$ cat src/rtl/bd_pkg.sv
// rtl/bd_pkg.sv - shared types and constants for the bd_rx_stream receiver
//
// Contents:
//   rx_state_e   framing FSM states (IDLE, START, DATA, STOP)
//   CTRL_*       bit positions inside the host CTRL byte
//   fifo_cnt_w() width of a FIFO occupancy counter able to hold 0..depth
package bd_pkg;

    typedef enum logic [1:0] {
        ST_IDLE  = 2'd0,
        ST_START = 2'd1,
        ST_DATA  = 2'd2,
        ST_STOP  = 2'd3
    } rx_state_e;

    localparam int CTRL_EN_BIT      = 0;
    localparam int CTRL_FLUSH_BIT   = 1;
    localparam int CTRL_IRQ_CLR_BIT = 2;
    localparam int CTRL_RSVD_BIT    = 3;
    localparam int CTRL_IRQ_LVL_LSB = 4;
    localparam int CTRL_IRQ_LVL_W   = 4;

    // Occupancy runs 0..depth inclusive, hence depth+1 distinct values.
    function automatic int fifo_cnt_w(input int depth);
        return $clog2(depth + 1);
    endfunction

endpackage

$ cat src/rtl/bd_rx_fifo.sv
// rtl/bd_rx_fifo.sv - first-word-fall-through receive FIFO
//
// Ports:
//   clk, rst          clock, synchronous active-high reset
//   push, push_data   write request and word
//   pop               read request (head word consumed)
//   flush             empty the FIFO this cycle; push/pop in the same cycle are ignored
//   head              current head word, forced to 0 while empty
//   full, empty       occupancy flags
//   count             occupancy 0..FIFO_DEPTH
module bd_rx_fifo
    import bd_pkg::*;
#(
    parameter int DATA_W     = 8,
    parameter int FIFO_DEPTH = 16,
    localparam int CNT_W     = fifo_cnt_w(FIFO_DEPTH)
) (
    input  logic              clk,
    input  logic              rst,
    input  logic              push,
    input  logic [DATA_W-1:0] push_data,
    input  logic              pop,
    input  logic              flush,
    output logic [DATA_W-1:0] head,
    output logic              full,
    output logic              empty,
    output logic [CNT_W-1:0]  count
);

    // Depth is a power of two, so pointers wrap naturally on overflow.
    localparam int PTR_W = (FIFO_DEPTH > 1) ? $clog2(FIFO_DEPTH) : 1;

    logic [DATA_W-1:0] mem_q [FIFO_DEPTH];
    logic [PTR_W-1:0]  wr_ptr_q, wr_ptr_d;
    logic [PTR_W-1:0]  rd_ptr_q, rd_ptr_d;
    logic [CNT_W-1:0]  count_q, count_d;
    logic              do_push;
    logic              do_pop;

    assign full  = (count_q == CNT_W'(FIFO_DEPTH));
    assign empty = (count_q == '0);
    assign count = count_q;
    assign head  = empty ? '0 : mem_q[rd_ptr_q];

    always_comb begin
        // A push into a full FIFO is only taken when the head leaves in the same cycle.
        do_push  = push && !flush && (!full || pop);
        do_pop   = pop && !flush && !empty;
        wr_ptr_d = wr_ptr_q;
        rd_ptr_d = rd_ptr_q;
        count_d  = count_q;
        if (flush) begin
            wr_ptr_d = '0;
            rd_ptr_d = '0;
            count_d  = '0;
        end else begin
            if (do_push) wr_ptr_d = wr_ptr_q + PTR_W'(1);
            if (do_pop)  rd_ptr_d = rd_ptr_q + PTR_W'(1);
            case ({do_push, do_pop})
                2'b10:   count_d = count_q + CNT_W'(1);
                2'b01:   count_d = count_q - CNT_W'(1);
                default: count_d = count_q;
            endcase
        end
    end

    always_ff @(posedge clk) begin
        if (rst) begin
            wr_ptr_q <= '0;
            rd_ptr_q <= '0;
            count_q  <= '0;
        end else begin
            wr_ptr_q <= wr_ptr_d;
            rd_ptr_q <= rd_ptr_d;
            count_q  <= count_d;
        end
    end

    // Storage needs no reset: head is masked while empty.
    always_ff @(posedge clk) begin
        if (do_push) mem_q[wr_ptr_q] <= push_data;
    end

endmodule

$ cat src/rtl/bd_rx_stream.sv
// rtl/bd_rx_stream.sv - oversampled serial receiver with slicer, framing FSM and RX FIFO
//
// Ports:
//   G_CLK_RX      single clock, rising edge
//   RST_RX        synchronous active-high reset
//   ADC           one ADC sample per clock, sliced against THRESH
//   cfg_valid/cfg_ready/cfg_data   host CTRL byte: bit0 EN, bit1 FLUSH, bit2 IRQ_CLR, [7:4] IRQ_LVL
//   valid_out/ready_out/data_out   decoded word stream from the FIFO head
//   int_rx_host   registered level interrupt: FIFO level reached, overflow or framing error
module bd_rx_stream
    import bd_pkg::*;
#(
    parameter int ADC_W      = 8,
    parameter int DATA_W     = 8,
    parameter int SPS        = 4,
    parameter int THRESH     = 2 ** (ADC_W - 1),
    parameter int FIFO_DEPTH = 16
) (
    input  logic              G_CLK_RX,
    input  logic              RST_RX,
    input  logic [ADC_W-1:0]  ADC,
    input  logic              cfg_valid,
    output logic              cfg_ready,
    input  logic [7:0]        cfg_data,
    output logic              valid_out,
    input  logic              ready_out,
    output logic [DATA_W-1:0] data_out,
    output logic              int_rx_host
);

    localparam int SMP_W = $clog2(SPS);
    localparam int BIT_W = (DATA_W > 1) ? $clog2(DATA_W) : 1;
    localparam int CNT_W = fifo_cnt_w(FIFO_DEPTH);
    // One extra bit so a THRESH of 2**ADC_W (never high) stays representable.
    localparam logic [ADC_W:0] THRESH_L = (ADC_W + 1)'(THRESH);

    rx_state_e                 state_q, state_d;
    logic [SMP_W-1:0]          smp_q, smp_d;
    logic [BIT_W-1:0]          bit_q, bit_d;
    logic [DATA_W-1:0]         shift_q, shift_d;
    logic                      en_q, en_d;
    logic [CTRL_IRQ_LVL_W-1:0] lvl_q, lvl_d;
    logic                      ovf_q, ovf_d;
    logic                      ferr_q, ferr_d;
    logic                      int_q, int_d;

    logic             slice;
    logic             cfg_acc;
    logic             flush;
    logic             irq_clr;
    logic             push;
    logic             ferr_set;
    logic             ovf_set;
    logic             pop;
    logic             fifo_full;
    logic             fifo_empty;
    logic [CNT_W-1:0] fifo_count;
    logic             cfg_unused;

    // The receiver never back-pressures the host.
    assign cfg_ready   = 1'b1;
    assign cfg_acc     = cfg_valid && cfg_ready;
    assign flush       = cfg_acc && cfg_data[CTRL_FLUSH_BIT];
    assign irq_clr     = cfg_acc && cfg_data[CTRL_IRQ_CLR_BIT];
    assign cfg_unused  = cfg_data[CTRL_RSVD_BIT];

    assign slice       = ({1'b0, ADC} >= THRESH_L);
    assign valid_out   = !fifo_empty;
    assign pop         = valid_out && ready_out;
    assign ovf_set     = push && !flush && fifo_full && !pop;
    assign int_rx_host = int_q;

    bd_rx_fifo #(
        .DATA_W     (DATA_W),
        .FIFO_DEPTH (FIFO_DEPTH)
    ) u_fifo (
        .clk       (G_CLK_RX),
        .rst       (RST_RX),
        .push      (push),
        .push_data (shift_q),
        .pop       (pop),
        .flush     (flush),
        .head      (data_out),
        .full      (fifo_full),
        .empty     (fifo_empty),
        .count     (fifo_count)
    );

    // Framing: samples counted from the first low sample, so the START check
    // and each later bit decision land in the middle of their bit cell.
    always_comb begin
        state_d  = state_q;
        smp_d    = smp_q;
        bit_d    = bit_q;
        shift_d  = shift_q;
        push     = 1'b0;
        ferr_set = 1'b0;
        if (!en_q) begin
            state_d = ST_IDLE;
            smp_d   = '0;
            bit_d   = '0;
        end else begin
            case (state_q)
                ST_IDLE: begin
                    if (!slice) begin
                        state_d = ST_START;
                        smp_d   = '0;
                    end
                end
                ST_START: begin
                    if (smp_q == SMP_W'(SPS / 2 - 1)) begin
                        smp_d   = '0;
                        bit_d   = '0;
                        state_d = slice ? ST_IDLE : ST_DATA;
                    end else begin
                        smp_d = smp_q + SMP_W'(1);
                    end
                end
                ST_DATA: begin
                    if (smp_q == SMP_W'(SPS - 1)) begin
                        smp_d   = '0;
                        shift_d = {slice, shift_q[DATA_W-1:1]};
                        if (bit_q == BIT_W'(DATA_W - 1)) begin
                            bit_d   = '0;
                            state_d = ST_STOP;
                        end else begin
                            bit_d = bit_q + BIT_W'(1);
                        end
                    end else begin
                        smp_d = smp_q + SMP_W'(1);
                    end
                end
                ST_STOP: begin
                    if (smp_q == SMP_W'(SPS - 1)) begin
                        smp_d    = '0;
                        state_d  = ST_IDLE;
                        push     = slice;
                        ferr_set = !slice;
                    end else begin
                        smp_d = smp_q + SMP_W'(1);
                    end
                end
                default: state_d = ST_IDLE;
            endcase
        end
    end

    always_comb begin
        en_d  = en_q;
        lvl_d = lvl_q;
        if (cfg_acc) begin
            en_d  = cfg_data[CTRL_EN_BIT];
            lvl_d = cfg_data[CTRL_IRQ_LVL_LSB +: CTRL_IRQ_LVL_W];
        end
        // Set beats clear when both happen in the same cycle.
        ovf_d  = ovf_set  ? 1'b1 : (irq_clr ? 1'b0 : ovf_q);
        ferr_d = ferr_set ? 1'b1 : (irq_clr ? 1'b0 : ferr_q);
        int_d  = ((lvl_q != '0) && (32'(fifo_count) >= 32'(lvl_q))) || ovf_q || ferr_q;
    end

    always_ff @(posedge G_CLK_RX) begin
        if (RST_RX) begin
            state_q <= ST_IDLE;
            smp_q   <= '0;
            bit_q   <= '0;
            shift_q <= '0;
            en_q    <= 1'b0;
            lvl_q   <= '0;
            ovf_q   <= 1'b0;
            ferr_q  <= 1'b0;
            int_q   <= 1'b0;
        end else begin
            state_q <= state_d;
            smp_q   <= smp_d;
            bit_q   <= bit_d;
            shift_q <= shift_d;
            en_q    <= en_d;
            lvl_q   <= lvl_d;
            ovf_q   <= ovf_d;
            ferr_q  <= ferr_d;
            int_q   <= int_d;
        end
    end

endmodule

$ cat config.mk
export PLATFORM = sky130hd
export DESIGN_NAME = bd_rx_stream
export DESIGN_NICKNAME = d
export VERILOG_FILES = /design/src/rtl/bd_pkg.sv /design/src/rtl/bd_rx_fifo.sv /design/src/rtl/bd_rx_stream.sv
export SDC_FILE = /design/constraint.sdc
export NUM_CORES = 1
export LEC_CHECK = 0
export CAP_MARGIN = 20
export CELL_PAD_IN_SITES_DETAIL_PLACEMENT = 0
export CELL_PAD_IN_SITES_GLOBAL_PLACEMENT = 1
export CORE_ASPECT_RATIO = 1.25
export CORE_MARGIN = 10
export CORE_UTILIZATION = 51
export DETAILED_ROUTE_END_ITERATION = 8
export PLACE_DENSITY = 0.88
export RECOVER_POWER = 50
export SETUP_SLACK_MARGIN = 0.5
export SLEW_MARGIN = 20
export SYNTH_ARGS = -nofsm -noshare
export SYNTH_HDL_FRONTEND = slang
export SYNTH_SLANG_ARGS = --single-unit
$ cat constraint.sdc
create_clock -name G_CLK_RX -period 4.05 [get_ports G_CLK_RX]
set_input_delay 0.405 -clock G_CLK_RX [delete_from_list [all_inputs] [get_ports G_CLK_RX]]
set_output_delay 0.405 -clock G_CLK_RX [all_outputs]
set_load 0.005 [all_outputs]
==> run summary, run 1 <==
IO Pins: 31
Worst path arrival time: 2.86 ns
Power share of the clock group: 0.452
Most frequent CP cell: a211oi_1
Layout cell share with drive strength beyond 1: 0.1633
IO buf count: 21
Max-cap violation count: 0
CP Max Fanout: 13
Multi-input logic area: 0.002207 mm^2
Die W: 125.2 um
Num CTS Buffers: 17
Setup crit start kind: flip-flop
P per Cell Area: 430.1 mW/mm^2
Largest net degree at the start of global routing: 33
Worst hold path class: flip-flop to flip-flop
Status: completed
Internal power: 2715 uW
Die height: 151.5 um
Inserted Diodes: 0
Switch Pwr: 708.1 uW
DRC: 0
Count leader, synth: edfxtp_1
Async set-reset flop share out of synthesis: 0
Cell type with the highest aggregate area in the netlist: edfxtp_1
Final slew viol count: 0
Final hold violations: 0
Syn. warnings: 0
Fmax: 305.8 MHz
Post-synth cell types: 54
Synth Flop Type: edfxtp_1
Post-synth top cells: 128 x edfxtp_1, 40 x dfxtp_1, 33 x mux4_2
# setup viols final: 0
Top cells by area, synth: edfxtp_1 54%, dfxtp_1 11%, mux4_2 11%
Rows: 48
Die area: 0.01897 mm^2
Drt pass-1 iters: 4
Relative slew slack: 0.3646
Hold Buf Count CTS: 0
Syn avg cell area: 15.34 um^2
Largest stage delay, worst path: 0.68 ns
Slowest CP cell: dfxtp_1
Routed vias/inst: 5.898
Total grt overflow: 0
Clk slew on worst S/H paths: 0.06 ns
RSZ-0062 raised after global routing: no
Mapped cell area: 0.007057 mm^2
GPL Wtd Cong: 0.7780
Worst slew pin tran: 0.9511 ns
Final wirelength: 13810 um
Final TNS setup: 0 ns
CTS max path bufs: 2
Syn_nets: 498
Register Area: 0.004646 mm^2
PostCTS Resize Cnt: 0
Vias in the first global route: 4156
Setup bufs post-CTS: 0
HPWL Detailed: 8753 um
Hold_ws: 0.4957 ns
Sequential power share: 0.536
Post-synth EDFFs: 128
Filler cell count: 1066
Clk root buf: clkbuf_16
Synth Instances: 460
DR iter-0 viols: 309
WL/cell: 20.77 um
Post-synthesis register bit count: 168
Tcrit/Tclk final: 0.8073
VDD IR max: 0.0002383 V
Kind of critical path: flip-flop to output pin
Seq/Total Area, Yosys: 0.6582
ANT nets after route: 0
Fin nets: 516
H-tree lvl count: 4
Clk sinks: 168
Starting Density: 0.5154
Top delay family on crit path: buffers and inverters
Setup skew after layout: 0.007161 ns
Area growth syn-to-layout: 12.80%
Sw Ratio: 0.2068
Clock Latency Late Sink: 0.42 ns
Comb power frac: 0.012
Min cycle time layout: 3.270 ns
Global-route wire length before repair: 22360 um
Lkg Pwr: 0.002678 uW
Core area: 0.01369 mm^2
Buffers and inverters on the worst path: 2
Crit path cell chain: buf_4 -> mux4_2 -> nor2b_1 -> a211oi_1 -> a211oi_1 -> clkdlybuf4s50_1
Synth top area share: 0.5447
CTS tree: built
All-Layer GR Usage: 0.1509
Worst setup EP type: output pin
Via count: 3922
CP required: 3.64 ns
Antenna violations before repair: 0
-- power by group through the flow --
stage | combinational (uW) | sequential, uW | clock [uW]
after floorplan | 22.9 | 1870 | 0
after global placement | 39.4 | 1870 | 0
after detailed placement | 40.7 | 1870 | 0
after CTS | 40.9 | 1840 | 1570
after global routing | 45.1 | 1830 | 1640
final | 40.2 | 1840 | 1550
-- cell type report --
cell class / count / area share
Sequential cell: 168 / 0.5836
Clock buffer: 18 / 0.05391
Multi-Input combinational cell: 248 / 0.2773
Inverter: 15 / 0.007073
Timing Repair Buffer: 28 / 0.03301
Clock inverter: 13 / 0.01760
Tap cell: 175 / 0.02751
-- cells in the final DEF, fill, tap and decap left out, drive strengths merged, types with 2 or more instances in the layout --
| master | count |
|---|---|
| edfxtp | 128 |
| dfxtp | 40 |
| mux4 | 33 |
| nor2 | 28 |
| nand2 | 24 |
| inv | 21 |
| clkdlybuf4s50 | 19 |
| a211oi | 18 |
| ha | 18 |
| a21oi | 18 |
| clkbuf | 18 |
| mux2i | 16 |
| and3 | 14 |
| nor2b | 10 |
| nand3 | 8 |
| buf | 7 |
| xor2 | 5 |
| o21ai | 5 |
| nand2b | 4 |
| clkinv | 4 |
| a21o | 4 |
| o211ai | 3 |
| nor3 | 3 |
| nand4b | 3 |
| or3 | 3 |
| a22oi | 3 |
| or4 | 2 |
| o211a | 2 |
| a32oi | 2 |
| or3b | 2 |
| clkinvlp | 2 |
| dlygate4sd3 | 2 |
| and2 | 2 |
-- sequential cells by signal, summed over array words and instances (netlist names), 2 cells and up, named ones only --
register and count:
smp_q 2, bit_q 3, u_fifo.mem_q 128, u_fifo.rd_ptr_q 4, shift_q 8, u_fifo.count 5, u_fifo.wr_ptr_q 4, lvl_q 4
-- final timing paths --
check                  startpoint         endpoint  slack, ns  depth (start not counted)
hold reg to reg          bit_q[0]         bit_q[0]       0.50                          2
setup / recovery        flip-flop      data_out[5]       0.78                          6
setup reg to reg  u_fifo.count[1]  u_fifo.count[4]       0.81                         10
hold / removal           bit_q[0]         bit_q[0]       0.50                          2
-- per-layer routing --
layer | global-route usage | wire length [um] | vias up
met5 | 0 | 0 | -
met4 | 0.07785 | 445 | 0
met3 | 0.03550 | 692 | 28
met2 | 0.2629 | 7189 | 112
met1 | 0.1708 | 5484 | 1974
li1 | - | - | 1808
-- per-stage QoR --
stage	cells	power [uW]	utilization	setup slack, ns	cell area (um^2)
finish	665	3424	0.5813	0.7803	7960
global route	665	3521	0.5813	0.6229	7960
CTS	665	3444	0.5813	0.6997	7960
detailed placement	634	1913	0.5397	0.6324	7391
global placement	634	1912	0.5397	0.7159	7391
floorplan	460	1894	-	0.7625	7057
-- worst register-to-register path, delay by kind of cell, from the launching register on --
kind / cells / cell delay [ns]
AND/OR/NAND/NOR: 1 / 0.65
flip-flops: 1 / 0.40
AO/OA/AOI/OAI: 5 / 1.25
adder cells (fa/ha/maj): 2 / 0.56
buffers and inverters: 1 / 0.10
XOR/XNOR: 1 / 0.20
-- cells by family after synthesis --
kind of cell | count (synthesis) | share of synthesized area
AO/OA/AOI/OAI | 64 | 0.06312
multiplexers | 49 | 0.1280
XOR/XNOR | 6 | 0.007447
adder cells (fa/ha/maj) | 18 | 0.03192
flip-flops | 168 | 0.6582
buffers and inverters | 44 | 0.02907
other | 1 | 0.0005314
AND/OR/NAND/NOR | 110 | 0.08174
Note: power is estimated with default switching activity, not from simulation.
==> inputs of run 2 (changes only) <==
clock period = 3.37 ns   (was 4.05 ns; I/O delays follow)
==> run 2 against run 1 <==
Compared with the run above: first-iteration DRC count increased by 0.97%; sequential power grew 20%; worst setup slack worse by 0.35 ns; clock power up 25%; critical path type is now flip-flop to flip-flop; die area is the same; largest cell class unchanged; count of clock-buffer cells in the layout unchanged; cell count up 2.3%; via count up 1.8%; clock skew up 0.0039 ns; routed wire length is 1.2% lower.
==> run summary, run 2 (same netlist as run 1, synthesis figures left out) <==
Fin nets: 530
Inserted Diodes: 0
GPL Wtd Cong: 0.7831
IO Pins: 31
Commonest non-fill, non-tap cell in the layout: edfxtp_1
WL/cell: 20.07 um
Most frequent CP cell: o211ai_1
Reg with most FFs: u_fifo.mem_q
Vias in the first global route: 4046
Num CTS Buffers: 17
Largest net degree at the start of global routing: 33
Slowest CP cell: or4_1
Relative slew slack: 0.5145
Hold_ws: 0.4942 ns
Filler cell count: 1030
Kind of critical path: flip-flop to flip-flop
Drt pass-1 iters: 5
Final hold violations: 0
Crit path cell chain: or4_1 -> o211ai_1 -> inv_1 -> ha_4 -> xor2_1 -> ha_2 -> a211o_2 -> a2111o_1 -> o211a_1 -> o211ai_1
Status: completed
CTS tree: built
Largest stage delay, worst path: 0.66 ns
# setup viols final: 0
Clk sinks: 168
DRC: 0
Global-route wire length before repair: 21690 um
Clk slew on worst S/H paths: 0.06 ns
Min cycle time layout: 2.944 ns
Total grt overflow: 0
Fmax: 339.7 MHz
Max-cap violation count: 0
CTS max path bufs: 2
CP Max Fanout: 10
Die height: 151.5 um
Setup crit start kind: flip-flop
Routed vias/inst: 5.869
ANT nets after route: 0
Final slew viol count: 0
Clock Latency Late Sink: 0.42 ns
Worst hold path class: flip-flop to flip-flop
Final TNS setup: 0 ns
VDD IR max: 0.0003518 V
Layout cell share with drive strength beyond 1: 0.2079
Die W: 125.2 um
Worst setup EP type: flip-flop
All-Layer GR Usage: 0.1459
Sw Ratio: 0.2014
Placement Setup Slack: 0.2947 ns
Rows: 48
Starting Density: 0.5154
RSZ-0062 raised after global routing: yes
Via count: 3991
Worst path arrival time: 3.29 ns
Internal power: 3336 uW
Clk root buf: clkbuf_16
Core area: 0.01369 mm^2
Switch Pwr: 841.3 uW
Die area: 0.01897 mm^2
Worst slew pin tran: 0.7273 ns
Antenna violations before repair: 0
DR iter-0 viols: 312
Final wirelength: 13650 um
Number of flip-flops in the largest register: 128
HPWL Detailed: 8645 um
Setup ws final: 0.4260 ns
CP required: 3.71 ns
Commonest cells after routing, fill and taps aside: 128 x edfxtp_1, 37 x dfxtp_1, 33 x mux4_2, 28 x nor2_1, 24 x nand2_1
H-tree lvl count: 4
P per Cell Area: 510.2 mW/mm^2
Sequential power share: 0.528
Area growth syn-to-layout: 16.01%
Lkg Pwr: 0.002799 uW
Tcrit/Tclk final: 0.8736
Power share of the clock group: 0.461
Setup skew after layout: 0.01104 ns
IO buf count: 21
Comb power frac: 0.011
run 2: path summary, 6_finish.rpt:
kind | from | end | slack, ns | cells past startpoint
worst max-delay path | u_fifo.count[1] | u_fifo.count[4] | 0.43 | 10
worst min-delay path | u_fifo.rd_ptr_q[3] | flip-flop | 0.49 | 2
worst max register to register | u_fifo.count[1] | u_fifo.count[4] | 0.43 | 10
worst min register to register | u_fifo.rd_ptr_q[3] | flip-flop | 0.49 | 2
run 2: power groups by stage:
stage / clock network [uW] / registers (uW) / logic, uW
2_1_floorplan: 0 / 2250 / 27.5
3_3_place_gp: 0 / 2250 / 48.1
3_5_place_dp: 0 / 2250 / 49.2
4_1_cts: 1940 / 2200 / 49.5
5_1_grt: 2030 / 2200 / 53.1
6_report: 1930 / 2200 / 47.6
run 2: cell type report:
class                      count  area (um^2)  share of cell area
tap                          175        219.0             0.02675
timing repair buffer          42        409.1             0.04998
clock buffer                  18        429.2             0.05242
clock inverter                14        161.4             0.01972
inverter                      15        58.81            0.007183
sequential                   168         4653              0.5684
multi-input combinational    248         2256              0.2756
run 2: critical path: cells and delay by family (launching register included):
kind | cells | cell delay (ns)
buffers and inverters | 1 | 0.12
AO/OA/AOI/OAI | 5 | 1.10
XOR/XNOR | 1 | 0.17
adder cells (fa/ha/maj) | 2 | 0.42
AND/OR/NAND/NOR | 1 | 0.66
flip-flops | 1 | 0.40
run 2: routing by layer:
metal  wire [um]  vias up  part of all wire  GRT usage
li1            -     1845                 -          -
met1        5653     2039              0.41     0.1704
met2        7182       96              0.53     0.2550
met3         661       11             0.048    0.03759
met4         148        0             0.011    0.05479
met5           0        -                 0          0
run 2: repair_timing:
item | CTS | global route
setup endpoints to repair | 9 | 9
hold endpoints to repair | 0 | 0
pin swaps | 1 | 3
hold buffers | 0 | 0
gates cloned | 0 | 1
buffers inserted | 3 | 5
resized for setup | 8 | 8
run 2: through the flow:
step	util	cells	cell area, um^2	total power [uW]
after floorplan	-	460	7086	2276
after global placement	0.5439	639	7447	2299
after detailed placement	0.5439	639	7447	2300
after CTS	0.5917	674	8103	4198
after global routing	0.5979	680	8187	4283
final	0.5979	680	8187	4177
